==> src/rtl/cordic_vec_controller.sv <==
// Sequencing controller for the CORDIC vectoring-mode datapath: drives the
// x/y/z load enables and init mux select, supplies the iteration index and
// the per-iteration rotation direction, and handles start/ready/done.
module cordic_vec_controller #(
    parameter int unsigned NUM_ITER  = 16,
    parameter int unsigned CNT_WIDTH = 4
) (
    input  logic                 clk,
    input  logic                 rst,
    input  logic                 start,
    input  logic                 abort,
    input  logic                 y_sign,
    output logic                 init_sel,
    output logic                 ld_x,
    output logic                 ld_y,
    output logic                 ld_z,
    output logic                 dir,
    output logic [CNT_WIDTH-1:0] iter,
    output logic                 ready,
    output logic                 busy,
    output logic                 done
);

    typedef enum logic [1:0] {
        IDLE = 2'd0,
        LOAD = 2'd1,
        ITER = 2'd2,
        DONE = 2'd3
    } state_t;

    // Last iteration index; DONE is entered from here so iter never wraps.
    localparam logic [CNT_WIDTH-1:0] LAST_ITER = CNT_WIDTH'(NUM_ITER - 1);

    state_t state;
    logic   ld;
    logic   in_iter;

    // One shared enable drives all three datapath registers.
    assign ld_x = ld;
    assign ld_y = ld;
    assign ld_z = ld;

    // Rotation direction follows the live y sign, but only while iterating.
    assign dir = in_iter & ~y_sign;

    // State, counter and registered Moore outputs, updated for the next state.
    always_ff @(posedge clk or posedge rst) begin
        if (rst) begin
            state    <= IDLE;
            iter     <= '0;
            ready    <= 1'b1;
            busy     <= 1'b0;
            done     <= 1'b0;
            init_sel <= 1'b0;
            ld       <= 1'b0;
            in_iter  <= 1'b0;
        end else begin
            case (state)
                IDLE: begin
                    if (start) begin
                        state    <= LOAD;
                        iter     <= '0;
                        ready    <= 1'b0;
                        busy     <= 1'b1;
                        init_sel <= 1'b1;
                        ld       <= 1'b1;
                    end
                end
                LOAD: begin
                    state    <= ITER;
                    init_sel <= 1'b0;
                    in_iter  <= 1'b1;
                end
                ITER: begin
                    if (abort) begin
                        state   <= IDLE;
                        iter    <= '0;
                        ready   <= 1'b1;
                        busy    <= 1'b0;
                        ld      <= 1'b0;
                        in_iter <= 1'b0;
                    end else if (iter == LAST_ITER) begin
                        state   <= DONE;
                        busy    <= 1'b0;
                        done    <= 1'b1;
                        ld      <= 1'b0;
                        in_iter <= 1'b0;
                    end else begin
                        iter <= iter + CNT_WIDTH'(1);
                    end
                end
                DONE: begin
                    state <= IDLE;
                    iter  <= '0;
                    done  <= 1'b0;
                    ready <= 1'b1;
                end
                default: begin
                    state    <= IDLE;
                    iter     <= '0;
                    ready    <= 1'b1;
                    busy     <= 1'b0;
                    done     <= 1'b0;
                    init_sel <= 1'b0;
                    ld       <= 1'b0;
                    in_iter  <= 1'b0;
                end
            endcase
        end
    end

endmodule

==> config.mk <==
export PLATFORM = sky130hd
export DESIGN_NAME = cordic_vec_controller
export DESIGN_NICKNAME = d
export VERILOG_FILES = /design/src/rtl/cordic_vec_controller.sv
export SDC_FILE = /design/constraint.sdc
export NUM_CORES = 1
export LEC_CHECK = 0
export BUFFER_PORTS_ARGS = -buffer_cell sky130_fd_sc_hd__buf_2
export CAP_MARGIN = 20
export CELL_PAD_IN_SITES_DETAIL_PLACEMENT = 1
export CELL_PAD_IN_SITES_GLOBAL_PLACEMENT = 1
export CORE_UTILIZATION = 35
export DETAILED_ROUTE_END_ITERATION = 12
export GPL_ROUTABILITY_DRIVEN = 0
export GPL_TIMING_DRIVEN = 0
export PLACE_DENSITY_LB_ADDON = 0.1
export SLEW_MARGIN = 20
export SYNTH_ARGS = -nofsm -noshare
export SYNTH_HDL_FRONTEND = slang
export SYNTH_SLANG_ARGS = --single-unit
==> constraint.sdc <==
create_clock -name clk -period 1.6 [get_ports clk]
set_input_delay 0.16 -clock clk [delete_from_list [all_inputs] [get_ports clk]]
set_output_delay 0.16 -clock clk [all_outputs]
set_load 0.005 [all_outputs]
==> flow_results.xml <==
<?xml version="1.0" encoding="UTF-8"?>
<metrics>
  <group name="outcome">
    <metric name="status" unit="">completed</metric>
  </group>
  <group name="sta">
    <metric name="finalSetupViolations" unit="">0</metric>
    <metric name="rsz_0062_raised_after_global_routing" unit="">false</metric>
    <metric name="totalNegativeSetupSlack" unit="ps">0</metric>
    <metric name="max_freq" unit="MHz">720.9</metric>
    <metric name="relSlewSlack" unit="%">72.93</metric>
    <metric name="timing_hold_violations_final" unit="">0</metric>
    <metric name="worst_hold_margin" unit="ps">244.3</metric>
    <metric name="fin_worst_skew" unit="ps">0.3727</metric>
    <metric name="period_share" unit="%">86.70</metric>
    <metric name="timing_worst_slew_pin_value" unit="ps">405.5</metric>
    <metric name="period_minus_slack" unit="ps">1387</metric>
    <metric name="timing.final.max_slew_violations" unit="">0</metric>
  </group>
  <group name="detailed_routing">
    <metric name="drt-initial-drc-count" unit="">2</metric>
    <metric name="num_vias" unit="">464</metric>
    <metric name="wire_per_inst" unit="um">12.56</metric>
    <metric name="post-route-drc-count" unit="">0</metric>
    <metric name="routed_wirelength" unit="um">1168</metric>
    <metric name="drt-pass1-iter-count" unit="">2</metric>
    <metric name="route.antenna.remaining_nets" unit="">0</metric>
    <metric name="route.detailed.vias_per_inst" unit="">4.989</metric>
  </group>
  <group name="die">
    <metric name="die_y" unit="um">41.62</metric>
    <metric name="io_pins" unit="">17</metric>
    <metric name="row_count" unit="">13</metric>
    <metric name="core_region_area" unit="mm^2">0.001383</metric>
    <metric name="design.die.area" unit="mm^2">0.001732</metric>
    <metric name="floorplan.initialDensity" unit="%">39.73</metric>
    <metric name="die_width" unit="um">41.62</metric>
  </group>
  <group name="worst_hold_path">
    <metric name="min-delay-start" unit="">abort</metric>
    <metric name="min_path_type" unit="">input pin to flop</metric>
    <metric name="number_of_cells_traversed_by_the_worst_hold_path" unit="">4</metric>
    <metric name="worstHoldEndpoint" unit="">state[0]$_DFFE_PP0P_</metric>
  </group>
  <group name="logic_synthesis">
    <metric name="synth_enable_flop_cells" unit="">0</metric>
    <metric name="synth_area_per_cell" unit="um^2">9.636</metric>
    <metric name="synth_nets" unit="">63</metric>
    <metric name="synthCells" unit="">57</metric>
    <metric name="synth.yosys.warnings" unit="">0</metric>
    <metric name="synth.ff_latch_count" unit="">11</metric>
    <metric name="ys_seq_area_share" unit="%">50.34</metric>
    <metric name="proportion_of_synthesized_flip_flops_having_asynchronous_set_or_reset" unit="%">100.0</metric>
    <metric name="primary_flip_flop_cell_chosen_by_synthesis_mapping" unit="">dfrtp_1</metric>
    <metric name="syn-cell-area" unit="um^2">549.3</metric>
    <metric name="post_synth_num_cell_types" unit="">25</metric>
  </group>
  <group name="setup_path">
    <metric name="worst-r2r-setup-slack" unit="ps">210</metric>
    <metric name="startpoint_type" unit="">flop</metric>
    <metric name="worst_r2r_path_depth" unit="">5</metric>
    <metric name="worst_setup_path_class" unit="">flop to flop</metric>
    <metric name="critical_path.max_fanout" unit="">5</metric>
    <metric name="worst_ep_arrival" unit="ps">1600</metric>
    <metric name="regToRegEndpoint" unit="">iter[3]$_DFFE_PP0P_</metric>
    <metric name="required" unit="ps">1820</metric>
    <metric name="critPathCaptureType" unit="">flop</metric>
    <metric name="regToRegStartpoint" unit="">iter[0]$_DFFE_PP0P_</metric>
  </group>
  <group name="cells_and_area">
    <metric name="fraction_of_final_layout_cells_with_drive_strength_greater_than_1" unit="%">34.62</metric>
    <metric name="area.growth.synth_to_final" unit="%">24.60</metric>
    <metric name="antennaDiodeCount" unit="">0</metric>
    <metric name="finalNetCount" unit="">85</metric>
    <metric name="fillCellCount" unit="">171</metric>
  </group>
  <group name="clock_tree">
    <metric name="worstSkewPairLatency" unit="ps">270</metric>
    <metric name="cts_root_buf" unit="">clkbuf_4</metric>
    <metric name="cts_hold_repair.buffers" unit="">1</metric>
    <metric name="postCtsResizedCells" unit="">0</metric>
    <metric name="cts_num_sinks" unit="">11</metric>
    <metric name="numCtsBuffers" unit="">3</metric>
    <metric name="cts_post_setup_buffers_inserted" unit="">0</metric>
    <metric name="cts.htree.levels" unit="">1</metric>
    <metric name="path_clk_slew" unit="ps">70</metric>
    <metric name="cts_buffer_depth" unit="">2</metric>
    <metric name="tritoncts" unit="">done</metric>
  </group>
  <group name="global_route">
    <metric name="grt_antenna_before_repair" unit="">0</metric>
    <metric name="grt_max_degree" unit="">12</metric>
    <metric name="grt.overflow.total" unit="">0</metric>
    <metric name="vias_in_the_first_global_route" unit="">456</metric>
    <metric name="globalRouteTotalUtil" unit="%">15.47</metric>
    <metric name="grt_first_pass_wirelength" unit="um">2056</metric>
  </group>
  <group name="power">
    <metric name="power_density" unit="mW/mm^2">1596</metric>
    <metric name="irDropWorstVdd" unit="V">0.0007002</metric>
    <metric name="total_leakage_power" unit="nW">0.3412</metric>
  </group>
  <group name="placed_design">
    <metric name="io_buffer_count" unit="">16</metric>
    <metric name="dp_hpwl" unit="um">905.6</metric>
  </group>
  <group name="flow_run">
    <metric name="drv_cap" unit="">0</metric>
  </group>
</metrics>
power by group:
part / switching, mW / leakage (nW) / internal, mW
clock network: 0.0980 / 0.0150 / 0.0966
logic: 0.207 / 0.188 / 0.234
registers: 0.0846 / 0.138 / 0.373
total: 0.390 / 0.341 / 0.703
cell families after synthesis:
logic type                 count (synthesis)  synth area share [%]
and+or+nand+nor                           23                 20.50
AOI/OAI and AO/OA                         14                 17.08
DFF                                       11                 50.34
buffers and inverters                      6                 6.377
xor gates and xnor gates                   1                 1.595
muxes                                      1                 1.822
adders and majority gates                  1                 2.278
state kept, by name, summed over array words and instances, names as in the netlist:
name and count:
ld_x 1, init_sel 1, state 2, ready 1, iter 4, done 1
in_iter 1
placed cells by master, fill, tap and decap left out, drive strengths merged:
master and instances:
clkbuf 4, dfrtp 10, dfstp 1, mux2i 1, o211ai 1, nor3b 1
dlygate4sd3 1, a21oi 2, inv 2, o22ai 1, or3b 1, ha 1
a31oi 1, o21a 2, o22a 1, nand2 3, buf 20, xor2 1
a211o 1, nand3 3, nor2b 3, nor3 1, nor2 11, o21ai 5
synth_stat cells, types with 2 or more instances:
master   count  share of area [%]
nor2b_1      2                2.3
o21a_1       2                2.7
nand3_1      3                2.7
o21ai_0      4                3.6
buf_4        3                4.1
a21oi_1      2                1.8
inv_1        2                1.4
nor2_1      11                7.5
nand2_1      3                2.0
dfrtp_1     10                 46
metal layers:
| metal | vias up | wire length (um) | track usage (%) |
|---|---|---|---|
| li1 | 236 | - | - |
| met1 | 213 | 575 | 21.70 |
| met2 | 13 | 529 | 21.88 |
| met3 | 2 | 48 | 3.913 |
| met4 | 0 | 14 | 7.742 |
| met5 | - | 0 | 0 |
critical path, cell delays in order (launching register included):
cell,delay (ps)
dfrtp_1,420
ha_1,240
a31oi_1,280
nand3_1,150
nor2_1,130
a211o_1,100
worst max path at each step:
| stage | start | endpoint |
|---|---|---|
| after global placement | iter[0]$_DFFE_PP0P_ | iter[3]$_DFFE_PP0P_ |
| after CTS | iter[0]$_DFFE_PP0P_ | iter[3]$_DFFE_PP0P_ |
| after detailed placement | iter[0]$_DFFE_PP0P_ | iter[3]$_DFFE_PP0P_ |
| after floorplan | iter[0]$_DFFE_PP0P_ | iter[3]$_DFFE_PP0P_ |
| final | iter[0]$_DFFE_PP0P_ | iter[3]$_DFFE_PP0P_ |
| after global routing | iter[0]$_DFFE_PP0P_ | iter[3]$_DFFE_PP0P_ |
cell type report:
type	instances	area, um^2	area share [%]
buffer	4	27.53	4.022
clock buffer	4	26.28	3.839
inverter	2	7.507	1.097
multi-input combinational	40	237.7	34.73
sequential	11	276.5	40.40
tap	15	18.77	2.742
timing repair buffer	17	90.09	13.16
per-stage QoR:
stage	cell area [um^2]	cells	utilization (%)	total power [mW]	worst slack, ps
floorplan	549.3	57	-	0.7467	321.9
detailed placement	648.1	88	46.88	0.9117	215.5
global route	684.4	93	49.50	1.183	65.33
finish	684.4	93	49.50	1.093	212.8
CTS	684.4	93	49.50	1.110	188.7
global placement	648.1	88	46.88	0.8929	245.0
(Power assumes the default switching activity.)
